File: src/rtl/des_stream_ctrl.sv
// -----------------------------------------------------------------------------
// des_stream_ctrl
// Upstream feeder/collector for an iterative 16-round DES codec.
//  - Packs pairs of 32-bit input words into 64-bit blocks.
//    The first word becomes bits [63:32] and the second word becomes bits [31:0].
//  - Buffers the packed blocks in a small FIFO.
//  - Launches one codec operation at a time with a single-cycle start pulse.
//  - Keeps the codec key stable while the codec is computing.
//  - Returns the codec result on a 64-bit valid/ready output.
//
// Handshake rule for both streams:
//  - A transfer happens on a rising clock edge where valid && ready.
//  - The producer holds valid and data steady until that edge.
//  - ready may depend on internal state but never on the valid input.
//
// Ports
//  clk, rst       clock, synchronous active-high reset
//  s_valid/s_ready/s_data          32-bit input word stream
//  key_we/key_i                    key write strobe and value
//  m_valid/m_ready/m_data          64-bit result stream
//  des_valid_o/des_data_o/des_key_o  start pulse, block and key to the codec
//  des_valid_i/des_data_i          result strobe and block from the codec
//  blk_cnt                         completed-block counter (wraps)
//  err                             sticky codec timeout flag
//  dbg_state_o                     current FSM state (0 idle, 1 launch, 2 wait, 3 out)
// -----------------------------------------------------------------------------
module des_stream_ctrl #(
   parameter int FIFO_DEPTH = 4,
   parameter int TIMEOUT    = 32
) (
   input  logic        clk,
   input  logic        rst,
   input  logic        s_valid,
   output logic        s_ready,
   input  logic [31:0] s_data,
   input  logic        key_we,
   input  logic [63:0] key_i,
   output logic        m_valid,
   input  logic        m_ready,
   output logic [63:0] m_data,
   output logic        des_valid_o,
   output logic [63:0] des_data_o,
   output logic [63:0] des_key_o,
   input  logic        des_valid_i,
   input  logic [63:0] des_data_i,
   output logic [15:0] blk_cnt,
   output logic        err,
   output logic [1:0]  dbg_state_o
);

   localparam int AW = $clog2(FIFO_DEPTH);
   localparam int TW = $clog2(TIMEOUT + 1);

   typedef enum logic [1:0] {
      ST_IDLE   = 2'd0,
      ST_LAUNCH = 2'd1,
      ST_WAIT   = 2'd2,
      ST_OUT    = 2'd3
   } state_t;

   state_t      state_q, state_d;
   logic [TW-1:0] tmo_q, tmo_d;
   logic [63:0] key_q, key_d;
   logic [63:0] pend_val_q, pend_val_d;
   logic        pend_q, pend_d;
   logic        m_valid_q, m_valid_d;
   logic [63:0] m_data_q, m_data_d;
   logic [15:0] blk_q, blk_d;
   logic        err_q, err_d;
   logic [63:0] des_data_q, des_data_d;

   // Word packer
   logic        half_q;
   logic [31:0] hold_q;

   // Block FIFO.
   // The pointers carry one extra wrap bit so that full and empty can be told apart.
   logic [63:0]   fifo_mem_q [FIFO_DEPTH];
   logic [AW:0]   wr_ptr_q, rd_ptr_q;
   logic          fifo_empty, fifo_full;
   logic [63:0]   fifo_head;
   logic          word_acc, push, pop;

   assign fifo_empty = (wr_ptr_q == rd_ptr_q);
   assign fifo_full  = (wr_ptr_q[AW] != rd_ptr_q[AW]) &&
                       (wr_ptr_q[AW-1:0] == rd_ptr_q[AW-1:0]);
   assign fifo_head  = fifo_mem_q[rd_ptr_q[AW-1:0]];

   // Every word stalls while the FIFO is full, including the first half of a block.
   assign s_ready  = !rst && !fifo_full;
   assign word_acc = s_valid && s_ready;
   assign push     = word_acc && half_q;
   // LAUNCH is only entered from IDLE with a non-empty FIFO, so this pop is always legal.
   assign pop      = (state_q == ST_LAUNCH);

   always_comb begin
      state_d    = state_q;
      tmo_d      = tmo_q;
      key_d      = key_q;
      pend_d     = pend_q;
      pend_val_d = pend_val_q;
      m_valid_d  = m_valid_q;
      m_data_d   = m_data_q;
      blk_d      = blk_q;
      err_d      = err_q;
      des_data_d = des_data_q;

      // A key written while an operation is in flight is parked.
      // It is applied on the next visit to IDLE, and the latest write wins.
      if (key_we && (state_q != ST_IDLE)) begin
         pend_d     = 1'b1;
         pend_val_d = key_i;
      end

      case (state_q)
         ST_IDLE: begin
            // A key update costs one idle cycle.
            // This keeps des_key_o from changing on the edge that launches an operation.
            if (key_we) begin
               key_d  = key_i;
               pend_d = 1'b0;
            end else if (pend_q) begin
               key_d  = pend_val_q;
               pend_d = 1'b0;
            end else if (!fifo_empty) begin
               des_data_d = fifo_head;
               state_d    = ST_LAUNCH;
            end
         end
         ST_LAUNCH: begin
            tmo_d   = '0;
            state_d = ST_WAIT;
         end
         ST_WAIT: begin
            if (des_valid_i) begin
               m_data_d  = des_data_i;
               m_valid_d = 1'b1;
               blk_d     = blk_q + 16'd1;
               state_d   = ST_OUT;
            end else if (tmo_q == TW'(TIMEOUT - 1)) begin
               // The popped block is dropped; the flag stays set until reset.
               err_d   = 1'b1;
               state_d = ST_IDLE;
            end else begin
               tmo_d = tmo_q + 1'b1;
            end
         end
         ST_OUT: begin
            if (m_ready) begin
               m_valid_d = 1'b0;
               state_d   = ST_IDLE;
            end
         end
         default: state_d = ST_IDLE;
      endcase
   end

   always_ff @(posedge clk) begin
      if (rst) begin
         state_q    <= ST_IDLE;
         tmo_q      <= '0;
         key_q      <= '0;
         pend_q     <= 1'b0;
         pend_val_q <= '0;
         m_valid_q  <= 1'b0;
         m_data_q   <= '0;
         blk_q      <= '0;
         err_q      <= 1'b0;
         des_data_q <= '0;
         half_q     <= 1'b0;
         hold_q     <= '0;
         wr_ptr_q   <= '0;
         rd_ptr_q   <= '0;
      end else begin
         state_q    <= state_d;
         tmo_q      <= tmo_d;
         key_q      <= key_d;
         pend_q     <= pend_d;
         pend_val_q <= pend_val_d;
         m_valid_q  <= m_valid_d;
         m_data_q   <= m_data_d;
         blk_q      <= blk_d;
         err_q      <= err_d;
         des_data_q <= des_data_d;
         if (word_acc) begin
            half_q <= !half_q;
            if (!half_q) hold_q <= s_data;
         end
         if (push) wr_ptr_q <= wr_ptr_q + 1'b1;
         if (pop)  rd_ptr_q <= rd_ptr_q + 1'b1;
      end
   end

   // Storage only; empty/full are defined by the pointers, so no reset is needed here.
   always_ff @(posedge clk) begin
      if (push) fifo_mem_q[wr_ptr_q[AW-1:0]] <= {hold_q, s_data};
   end

   assign des_valid_o = (state_q == ST_LAUNCH);
   assign des_data_o  = des_data_q;
   assign des_key_o   = key_q;
   assign m_valid     = m_valid_q;
   assign m_data      = m_data_q;
   assign blk_cnt     = blk_q;
   assign err         = err_q;
   assign dbg_state_o = state_q;

endmodule

File: config.mk
export PLATFORM = sky130hd
export DESIGN_NAME = des_stream_ctrl
export DESIGN_NICKNAME = d
export VERILOG_FILES = /design/src/rtl/des_stream_ctrl.sv
export SDC_FILE = /design/constraint.sdc
export NUM_CORES = 1
export LEC_CHECK = 0
export ABC_AREA = 0
export CORE_MARGIN = 5
export CORE_UTILIZATION = 45
export DETAILED_ROUTE_END_ITERATION = 8
export GPL_ROUTABILITY_DRIVEN = 0
export PLACE_DENSITY = 0.82
export SYNTH_ARGS = -nofsm -noshare
export SYNTH_HDL_FRONTEND = slang
export SYNTH_SLANG_ARGS = --single-unit
File: constraint.sdc
create_clock -name clk -period 6.9 [get_ports clk]
set_clock_uncertainty 0.15 [all_clocks]
set_input_delay 0.69 -clock clk [delete_from_list [all_inputs] [get_ports clk]]
set_output_delay 0.69 -clock clk [all_outputs]
set_load 0.01 [all_outputs]
==> impl_metrics.toml, run 1 <==
[drt]
vias_per_cell = 5.357
finalWirelength_mm = 56.36
drt-pass1-iter-count = 6
via_count = 14690
drt_drc = 0
initialDrtViolationCount = 1414
drt.antenna.violating_nets = 0
post_drt_wl_per_cell_um = 20.55

[timing]
final-hold-violation-count = 0
post-route-min-period_ns = 3.775
maxSlewViolCount = 0
slew_headroom_pct = 16.96
grt_setup_unrepaired = "no"
least_margin_pin_slew_ns = 1.241
report.final.setup_viol = 0
timing.final.crit_share_pct = 54.71
finalSetupTns_ns = 0
fmaxAchievable_mhz = 264.9

[worst_hold_path]
hold_path_end = "des_data_o[30]"
hold_class = "reg -> reg"
worstHoldPathCells = 2
hp-start = "des_data_o[30]"

[pwr]
power.total_mw = 7.484
power.share.switching_pct = 22.11
switching_power_mw = 1.655
internal_power_mw = 5.829
p_clk_share_pct = 42.4
sequential_power_share_pct = 49.8
max-vdd-ir-drop_uv = 229.6
power-per-cell-area_mw_per_mm2 = 271.6
p_leak_nw = 9.236
pwr-share-comb_pct = 7.8

[clocking]
clock-root-buffer = "sky130_fd_sc_hd__clkbuf_16"
max_h_tree_level = 2
clock_latency_ns = 0.60
cts.repair_timing.setup_buffer_count = 0
cts.hold.buffers_added = 0
tritoncts_num_sinks = 578
cts.reportedPaths.clkPinSlew_ns = 0.06
clock_tree.buffer_depth = 3
numCtsBuffers = 56
tritoncts = "yes"
cts_resized = 0

[worst_setup_path]
worstSetupPathType = "reg -> out"
start_kind = "flip-flop"
rr_endpoint = "fifo_mem_q[3][8]"
setup.worst_path.end_class = "output pin"
crit_path_start = "rd_ptr_q[1]"
worstRegToRegCells = 5
worst_ep_arrival_time_ns = 2.93
regToRegSetupSlack_ns = 3.42
crit_path_max_fanout = 68
worstPathRequired_ns = 6.06
worst_r2r_startpoint = "rd_ptr_q[1]"

[yosys]
post_synth.cell_area_avg_sq_um = 12.17
synth_sequential_area_ratio_pct = 66.11
yosys_most_used_dff = "sky130_fd_sc_hd__dfxtp_1"
yosysWarningCount = 0
post-synth-top-area-cell = "sky130_fd_sc_hd__edfxtp_1"
number_of_flip_flops_and_latches_in_the_synthesized_netlist = 578
async_flop_share_pct = 0
synth_edf_count = 256
mappedNetlistArea_sq_mm = 0.02138
synth_cell_types = 51
post_synth_inst_count = 1756
postSynthNetCount = 1929
netlist.area_leader.share_pct = 35.96
post_synth_main_area_contributors = "sky130_fd_sc_hd__edfxtp_1 (36%), sky130_fd_sc_hd__dfxtp_1 (30%), sky130_fd_sc_hd__nand2_1 (7.0%), sky130_fd_sc_hd__mux4_2 (6.7%), sky130_fd_sc_hd__a21oi_1 (4.8%)"

[cells_and_area]
layout-area-overhead-vs-synth_pct = 28.88
num-nets-final = 2260
most-common-layout-cells = "sky130_fd_sc_hd__nand2_1 (396), sky130_fd_sc_hd__clkdlybuf4s50_1 (377), sky130_fd_sc_hd__dfxtp_1 (320)"
layout_cell_share_with_drive_strength_beyond_1_pct = 9.185
layout.cells.most_common = "sky130_fd_sc_hd__nand2_1"

[global_route]
grt_pass1_vias = 14590
groute.usage.overall_pct = 20.97
grt_busiest_layer = "met2"
grt_util_met2_pct = 35.08
grt_start_max_net_pins = 210
antenna_found_initial = 5
use_met3_pct = 5.640
globalRouteOverflowTotal = 0
use_met1_pct = 26.76
global_route_wire_length_before_repair_mm = 87.34

[die]
die_width_um = 228.0
floorplan.initialDensity_pct = 45.73
die_h_um = 228.0
die_ar_sq_mm = 0.05197
floorplan.io_pins = 380
core_region_area_sq_mm = 0.04675
std_cell_rows = 79

[placed_design]
port_buffers = 379
dp.final_hpwl_mm = 35.57

[run_status]
outcome = "completed"

[run]
drv.max_cap_violation_count = 0
-- registers in the layout, summed over array words and instances, names as in the netlist --
signal,flops
des_data_o,64
fifo_mem_q,256
err,1
wr_ptr_q,3
pend_q,1
half_q,1
m_valid,1
dbg_state_o,2
tmo_q,6
rd_ptr_q,3
hold_q,32
des_key_o,64
blk_cnt,16
pend_val_q,64
m_data,64
-- metal layers --
layer / vias up / part of all wire (%)
li1: 6902 / -
met5: - / 0.076
met4: 6 / 3.4
met1: 7128 / 40
met3: 95 / 8.0
met2: 562 / 49
-- worst max path at each step --
stage / end / slack [ns] / depth (start not counted)
floorplan: fifo_mem_q[0][0] / 0.39 / 3
global placement: des_key_o[3] / 3.48 / 7
detailed placement: des_key_o[50] / 3.37 / 7
CTS: s_ready / 3.05 / 3
global route: s_ready / 2.91 / 3
finish: s_ready / 3.13 / 3
-- area by class of cell --
| class | instances | area [sq um] |
|---|---|---|
| Timing Repair Buffer | 393 | 3914 |
| Clock buffer | 77 | 1623 |
| Clock inverter | 28 | 329.1 |
| Inverter | 4 | 15.01 |
| Multi-Input combinational cell | 1054 | 6768 |
| Fill cell | 3559 | 19200 |
| Sequential cell | 578 | 14140 |
| Tap cell | 607 | 759.5 |
| Antenna cell | 2 | 5.005 |
-- synthesized netlist by cell type, types with 3 or more instances --
library cell / count
sky130_fd_sc_hd__a211oi_1: 64
sky130_fd_sc_hd__a21oi_1: 205
sky130_fd_sc_hd__a31oi_1: 3
sky130_fd_sc_hd__buf_1: 7
sky130_fd_sc_hd__buf_2: 28
sky130_fd_sc_hd__buf_6: 3
sky130_fd_sc_hd__clkbuf_1: 81
sky130_fd_sc_hd__dfxtp_1: 322
sky130_fd_sc_hd__edfxtp_1: 256
sky130_fd_sc_hd__ha_1: 7
sky130_fd_sc_hd__inv_1: 4
sky130_fd_sc_hd__mux2i_1: 100
sky130_fd_sc_hd__mux4_2: 64
sky130_fd_sc_hd__nand2_1: 397
sky130_fd_sc_hd__nand3_1: 9
sky130_fd_sc_hd__nand4_1: 5
sky130_fd_sc_hd__nor2_1: 123
sky130_fd_sc_hd__nor2b_1: 4
sky130_fd_sc_hd__nor3_1: 6
sky130_fd_sc_hd__nor3b_1: 5
sky130_fd_sc_hd__o21ai_0: 5
sky130_fd_sc_hd__o31ai_1: 3
sky130_fd_sc_hd__or3_1: 4
sky130_fd_sc_hd__or4_1: 3
sky130_fd_sc_hd__xnor2_1: 9
sky130_fd_sc_hd__xor2_1: 10
-- cells by family (layout without fill, tap and decap cells) --
kind of cell | after synthesis | after routing | share of synthesized area [%]
muxes | 164 | 164 | 11.42
DFF | 578 | 578 | 66.11
xor gates and xnor gates | 21 | 21 | 0.9306
and+or+nand+nor | 570 | 570 | 10.69
buffers and inverters | 124 | 502 | 2.464
other | 0 | 2 | 0
AOI/OAI and AO/OA | 292 | 292 | 7.977
adders and majority gates | 7 | 7 | 0.4096
-- per-stage QoR --
| step | hold WS [ns] | instance area (sq um) | cells | setup WS [ns] | utilization [%] |
|---|---|---|---|---|---|
| 2_1_floorplan | 0.2857 | 21380 | 1756 | 0.3939 | - |
| 3_3_place_gp | 0.2906 | 25600 | 2636 | 3.483 | 54.75 |
| 3_5_place_dp | 0.2958 | 25600 | 2636 | 3.375 | 54.75 |
| 4_1_cts | 0.3042 | 27550 | 2741 | 3.048 | 58.92 |
| 5_1_grt | 0.3152 | 27550 | 2742 | 2.914 | 58.93 |
| 6_report | 0.3027 | 27550 | 2743 | 3.125 | 58.93 |
-- worst max-delay path, stage by stage, from the launching register on --
cell	delay (ns)
sky130_fd_sc_hd__dfxtp_4	1.03
sky130_fd_sc_hd__xnor2_1	0.37
sky130_fd_sc_hd__a31oi_1	0.28
sky130_fd_sc_hd__clkdlybuf4s50_1	0.65
-- power by group through the flow --
stage / logic, mW / registers (mW) / clock network, mW
3_5_place_dp: 0.577 / 3.80 / 0
4_1_cts: 0.585 / 3.73 / 3.24
2_1_floorplan: 0.260 / 3.81 / 0
6_report: 0.581 / 3.73 / 3.17
5_1_grt: 0.625 / 3.74 / 3.40
3_3_place_gp: 0.565 / 3.80 / 0
Power figures use the tool's default switching activity.
==> run 2: changes to the inputs <==
Settings changed: PLACE_DENSITY 0.82 to 0.79.
Clock period 6.9 ns to 3.8 ns, I/O delays scaled along.
==> run 2 against run 1 <==
  * Final cell count grew 0.77%
  * Largest power group unchanged
  * First-iteration DRC count shrank 31%
  * Register-to-register slack lost 2.4 ns
  * Total power grew 84%
  * Routed wire length is essentially flat
  * Sequential power grew 82%
  * Final area grew 0.84%
  * Sequential share of layout area shrank 0.43 points
  * Highest routed layer unchanged
==> impl_metrics.toml, run 2 (synthesis gave the netlist of run 1 again) <==
[run_status]
outcome = "completed"

[die]
floorplan.initialDensity_pct = 45.73
die_width_um = 228.0
std_cell_rows = 79
core_region_area_sq_mm = 0.04675
die_h_um = 228.0
floorplan.io_pins = 380
die_ar_sq_mm = 0.05197

[cells_and_area]
layout-area-overhead-vs-synth_pct = 29.96
final_cell_count_no_fill = 2764
layout_cell_share_with_drive_strength_beyond_1_pct = 9.940
num-nets-final = 2278
fillCellCount = 3615
layout.core_utilization_pct = 59.43
layout.cells.most_common = "sky130_fd_sc_hd__nand2_1"
largest_register_ffs = 256
most-common-layout-cells = "sky130_fd_sc_hd__nand2_1 (396), sky130_fd_sc_hd__clkdlybuf4s50_1 (377), sky130_fd_sc_hd__dfxtp_1 (320)"

[timing]
report.final.setup_viol = 0
grt_setup_unrepaired = "no"
least_margin_pin_slew_ns = 1.190
slew_headroom_pct = 20.40
maxSlewViolCount = 0
timing.final.crit_share_pct = 83.36
final_layout_worst_hold_slack_ns = 0.04792
final-hold-violation-count = 0
post-route-min-period_ns = 3.168
fmaxAchievable_mhz = 315.7

[clocking]
cts.repair_timing.setup_buffer_count = 0
clock_latency_ns = 0.63
cts.hold.buffers_added = 0
cts_resized = 0
max_h_tree_level = 2
clock-root-buffer = "sky130_fd_sc_hd__clkbuf_16"
clock_tree.buffer_depth = 3
cts.reportedPaths.clkPinSlew_ns = 0.06
numCtsBuffers = 57
tritoncts = "yes"
tritoncts_num_sinks = 578

[pwr]
power.total_mw = 13.75
sequential_power_share_pct = 49.3
power-per-cell-area_mw_per_mm2 = 494.8
switching_power_mw = 3.058
internal_power_mw = 10.69
max-vdd-ir-drop_uv = 450.8
p_leak_nw = 9.377
p_clk_share_pct = 43.0
pwr-share-comb_pct = 7.7
power.share.switching_pct = 22.25

[global_route]
globalRouteOverflowTotal = 0
global_route_wire_length_before_repair_mm = 86.77
groute.usage.overall_pct = 20.92
grt_pass1_vias = 14630
grt_start_max_net_pins = 131
antenna_found_initial = 10

[worst_hold_path]
hold_path_end = "pend_val_q[59]"
worstHoldPathCells = 2
hold_class = "in -> reg"
hp-start = "rst"

[placed_design]
post-place-cells = 2653
port_buffers = 379
dp.final_hpwl_mm = 37.11

[worst_setup_path]
rr_endpoint = "des_data_o[44]"
worst_ep_arrival_time_ns = 2.64
crit_path_max_fanout = 25
regToRegSetupSlack_ns = 1.01
setup.worst_path.end_class = "output pin"
worstSetupPathType = "reg -> out"
worstPathRequired_ns = 3.27
start_kind = "flip-flop"
worstRegToRegCells = 5
worst_r2r_startpoint = "rd_ptr_q[0]"

[drt]
wl_met3_mm = 4.740
drt-pass1-iter-count = 4
post_drt_wl_per_cell_um = 20.38
drt_drc = 0
met1_length_mm = 22.20
finalWirelength_mm = 56.34
dr_wl_met2_mm = 27.45
vias_per_cell = 5.295
via_count = 14630
initialDrtViolationCount = 978
highest_signal_layer_in_the_routed_design = "met5"
drt.antenna.violating_nets = 0

[run]
drv.max_cap_violation_count = 0
-- run 2: critical path, cell delays in order, from the launching register on --
cell	delay [ns]
sky130_fd_sc_hd__dfxtp_4	0.70
sky130_fd_sc_hd__xnor2_2	0.22
sky130_fd_sc_hd__a31oi_1	0.44
sky130_fd_sc_hd__clkdlybuf4s50_1	0.65
-- run 2: how the worst max path moves through the flow --
| stage | from | to | slack (ns) | cells after the start |
|---|---|---|---|---|
| floorplan | rd_ptr_q[0] | fifo_mem_q[1][0] | -0.32 | 5 |
| global placement | rd_ptr_q[0] | fifo_mem_q[2][16] | 1.08 | 5 |
| detailed placement | rd_ptr_q[0] | des_data_o[44] | 0.93 | 5 |
| CTS | rd_ptr_q[0] | s_ready | 0.54 | 3 |
| global route | rd_ptr_q[0] | s_ready | 0.51 | 3 |
| finish | rd_ptr_q[0] | s_ready | 0.63 | 3 |
-- run 2: per-stage QoR --
stage,TNS (ns),area [sq um],setup WS (ns)
3_3_place_gp,0,25760,1.084
2_1_floorplan,-77.95,21400,-0.3244
6_report,0,27780,0.6322
4_1_cts,0,27770,0.5448
3_5_place_dp,0,25760,0.9286
5_1_grt,0,27780,0.5065
-- run 2: final cells by class --
cell class / count / area (sq um) / area share, %
well taps: 607 / 759.5 / 2.733
diodes: 4 / 10.01 / 0.03603
multi-input cells: 1054 / 6793 / 24.45
clock inverters: 33 / 430.4 / 1.549
repair buffers: 410 / 4054 / 14.59
clock buffers: 74 / 1582 / 5.692
flip-flops and latches: 578 / 14140 / 50.90
inverters: 4 / 15.01 / 0.05404
-- run 2: routing by layer --
metal | track usage (%) | vias up
li1 | - | 6952
met1 | 25.56 | 7112
met2 | 35.38 | 460
met3 | 6.745 | 98
met4 | 6.977 | 12
met5 | 0 | -
-- run 2: power groups by stage --
stage / clock (mW) / combinational, mW / sequential [mW]
3_5_place_dp: 0 / 1.06 / 6.91
2_1_floorplan: 0 / 0.472 / 6.91
4_1_cts: 6.05 / 1.07 / 6.77
5_1_grt: 6.32 / 1.14 / 6.79
3_3_place_gp: 0 / 1.04 / 6.90
6_report: 5.92 / 1.06 / 6.77
==> run 3: changes to the inputs <==
Clock period 3.8 ns to 3.3 ns, I/O delays scaled along.
==> run 3 against run 2 <==
  * First-iteration DRC count increased by 13%
  * Clock power rose by 11%
  * Non-clock buffer count down 1
  * Core utilization about the same
  * Total power rose by 14%
  * Sequential cell count is the same
  * Via count increased by 0.62%
  * Final cell count about the same
  * Largest power group unchanged
  * Routed wire length is 2.2% lower
  * Final area about the same
  * Global-route usage down 0.38 points
==> impl_metrics.toml, run 3 (synthesis gave the netlist of run 1 again) <==
[die]
die_ar_sq_mm = 0.05197
core_region_area_sq_mm = 0.04675
floorplan.io_pins = 380
std_cell_rows = 79
die_width_um = 228.0
die_h_um = 228.0
floorplan.initialDensity_pct = 45.73

[worst_setup_path]
worstPathRequired_ns = 2.82
setup.worst_path.end_class = "output pin"
start_kind = "flip-flop"
regToRegSetupSlack_ns = 0.78
worst_ep_arrival_time_ns = 2.35
crit_path_max_fanout = 6
worstSetupPathType = "reg -> out"

[clocking]
clock-root-buffer = "sky130_fd_sc_hd__clkbuf_16"
clock_tree.buffer_depth = 3
max_h_tree_level = 2
numCtsBuffers = 57
cts.reportedPaths.clkPinSlew_ns = 0.07
clock_latency_ns = 0.62
tritoncts = "yes"
tritoncts_num_sinks = 578
cts.repair_timing.setup_buffer_count = 0

[drt]
highest_signal_layer_in_the_routed_design = "met5"
drt.antenna.violating_nets = 0
drt_drc = 0
vias_per_cell = 5.331
finalWirelength_mm = 55.11
initialDrtViolationCount = 1107
wl_met3_mm = 4.034
via_count = 14720
post_drt_wl_per_cell_um = 19.95
drt-pass1-iter-count = 5
met1_length_mm = 22.49
dr_wl_met2_mm = 27.34

[timing]
report.final.setup_viol = 0
final-hold-violation-count = 0
finalSetupTns_ns = 0
fmaxAchievable_mhz = 353.6
grt_setup_unrepaired = "no"
timing.final.crit_share_pct = 85.69
post-route-min-period_ns = 2.828
least_margin_pin_slew_ns = 1.280
maxSlewViolCount = 0
final_layout_worst_hold_slack_ns = 0.07605
slew_headroom_pct = 14.68

[pwr]
p_leak_nw = 9.357
power-per-cell-area_mw_per_mm2 = 562.1
max-vdd-ir-drop_uv = 447.5
internal_power_mw = 12.10
switching_power_mw = 3.515
power.share.switching_pct = 22.50
sequential_power_share_pct = 49.8
pwr-share-comb_pct = 7.9
p_clk_share_pct = 42.3

[cells_and_area]
layout.cells.most_common = "sky130_fd_sc_hd__nand2_1"
layout-area-overhead-vs-synth_pct = 29.98
layout_cell_share_with_drive_strength_beyond_1_pct = 9.814
fillCellCount = 3675
final_cell_area_sq_mm = 0.02779
num-nets-final = 2277
most-common-layout-cells = "sky130_fd_sc_hd__nand2_1 (396), sky130_fd_sc_hd__clkdlybuf4s50_1 (377), sky130_fd_sc_hd__dfxtp_1 (320)"
largest_register_ffs = 256

[global_route]
grt_pass1_vias = 14400
grt_start_max_net_pins = 224
groute.usage.overall_pct = 20.53
globalRouteOverflowTotal = 0
antenna_found_initial = 7
global_route_wire_length_before_repair_mm = 85.70

[worst_hold_path]
hold_class = "in -> reg"

[run]
drv.max_cap_violation_count = 0

[placed_design]
dp.final_hpwl_mm = 36.51
dpl_cell_area_sq_mm = 0.02581
port_buffers = 379

[run_status]
outcome = "completed"
-- run 3: cell types whose count changed in the layout (fill, tap and decap cells not counted), moves of 2 or more --
cell                         change
sky130_fd_sc_hd__inv_6           +2
sky130_fd_sc_hd__buf_4           -7
sky130_fd_sc_hd__clkbuf_8        +2
sky130_fd_sc_hd__buf_12          +5
sky130_fd_sc_hd__clkinvlp_4      +2
sky130_fd_sc_hd__bufinv_16       -4
sky130_fd_sc_hd__clkinv_2        -5
-- run 3: critical path: stages, from the launching register on --
cell	delay, ns
sky130_fd_sc_hd__dfxtp_1	0.45
sky130_fd_sc_hd__xnor2_1	0.22
sky130_fd_sc_hd__a31oi_1	0.41
sky130_fd_sc_hd__clkdlybuf4s50_1	0.63
-- run 3: path summary, 6_finish.rpt --
kind	startpoint	to	depth (start not counted)
worst max-delay path	wr_ptr_q[1]	s_ready	3
worst min register to register	pend_val_q[61]	pend_val_q[61]	2
worst max register to register	wr_ptr_q[1]	fifo_mem_q[0][54]	5
worst min-delay path	key_we	des_key_o[24]	3
-- run 3: per-layer routing --
layer  vias up  GRT usage, %
met5         -             0
met4         6         5.597
met3        81         4.981
met2       521         34.59
met1      7162         26.85
li1       6954             -
-- run 3: power by group through the flow --
stage               Sequential, mW  Combinational (mW)  Clock [mW]
floorplan                     7.96               0.544           0
CTS                           7.78                1.25        6.76
global placement              7.92                1.22           0
finish                        7.78                1.24        6.60
detailed placement            7.93                1.24           0
global route                  7.80                1.34        7.08
-- run 3: repair_timing --
| action | 4_1_cts | 5_1_grt |
|---|---|---|
| hold buffers | 1 | 0 |
| endpoints found under the hold margin | 11 | 0 |
| resized for setup | 0 | 0 |
-- run 3: metrics by stage --
| stage | worst slack [ns] | utilization (%) | power (mW) | cells |
|---|---|---|---|---|
| after detailed placement | 0.7276 | 55.20 | 9.174 | 2651 |
| after CTS | 0.3008 | 59.41 | 15.80 | 2757 |
| after global placement | 0.8018 | 55.20 | 9.139 | 2651 |
| after global routing | 0.2911 | 59.43 | 16.21 | 2760 |
| final | 0.4723 | 59.44 | 15.62 | 2762 |
| after floorplan | -0.8244 | - | 8.505 | 1756 |
-- run 3: cell type report --
type                       instances  area, sq um  share of cell area [%]
sequential                       578        14140                   50.89
antenna                            5        12.51                 0.04502
tap                              607        759.5                   2.733
clock inverter                    29        326.6                   1.175
multi-input combinational       1054         6793                   24.44
inverter                           4        15.01                 0.05403
clock buffer                      76         1630                   5.867
timing repair buffer             409         4111                   14.80
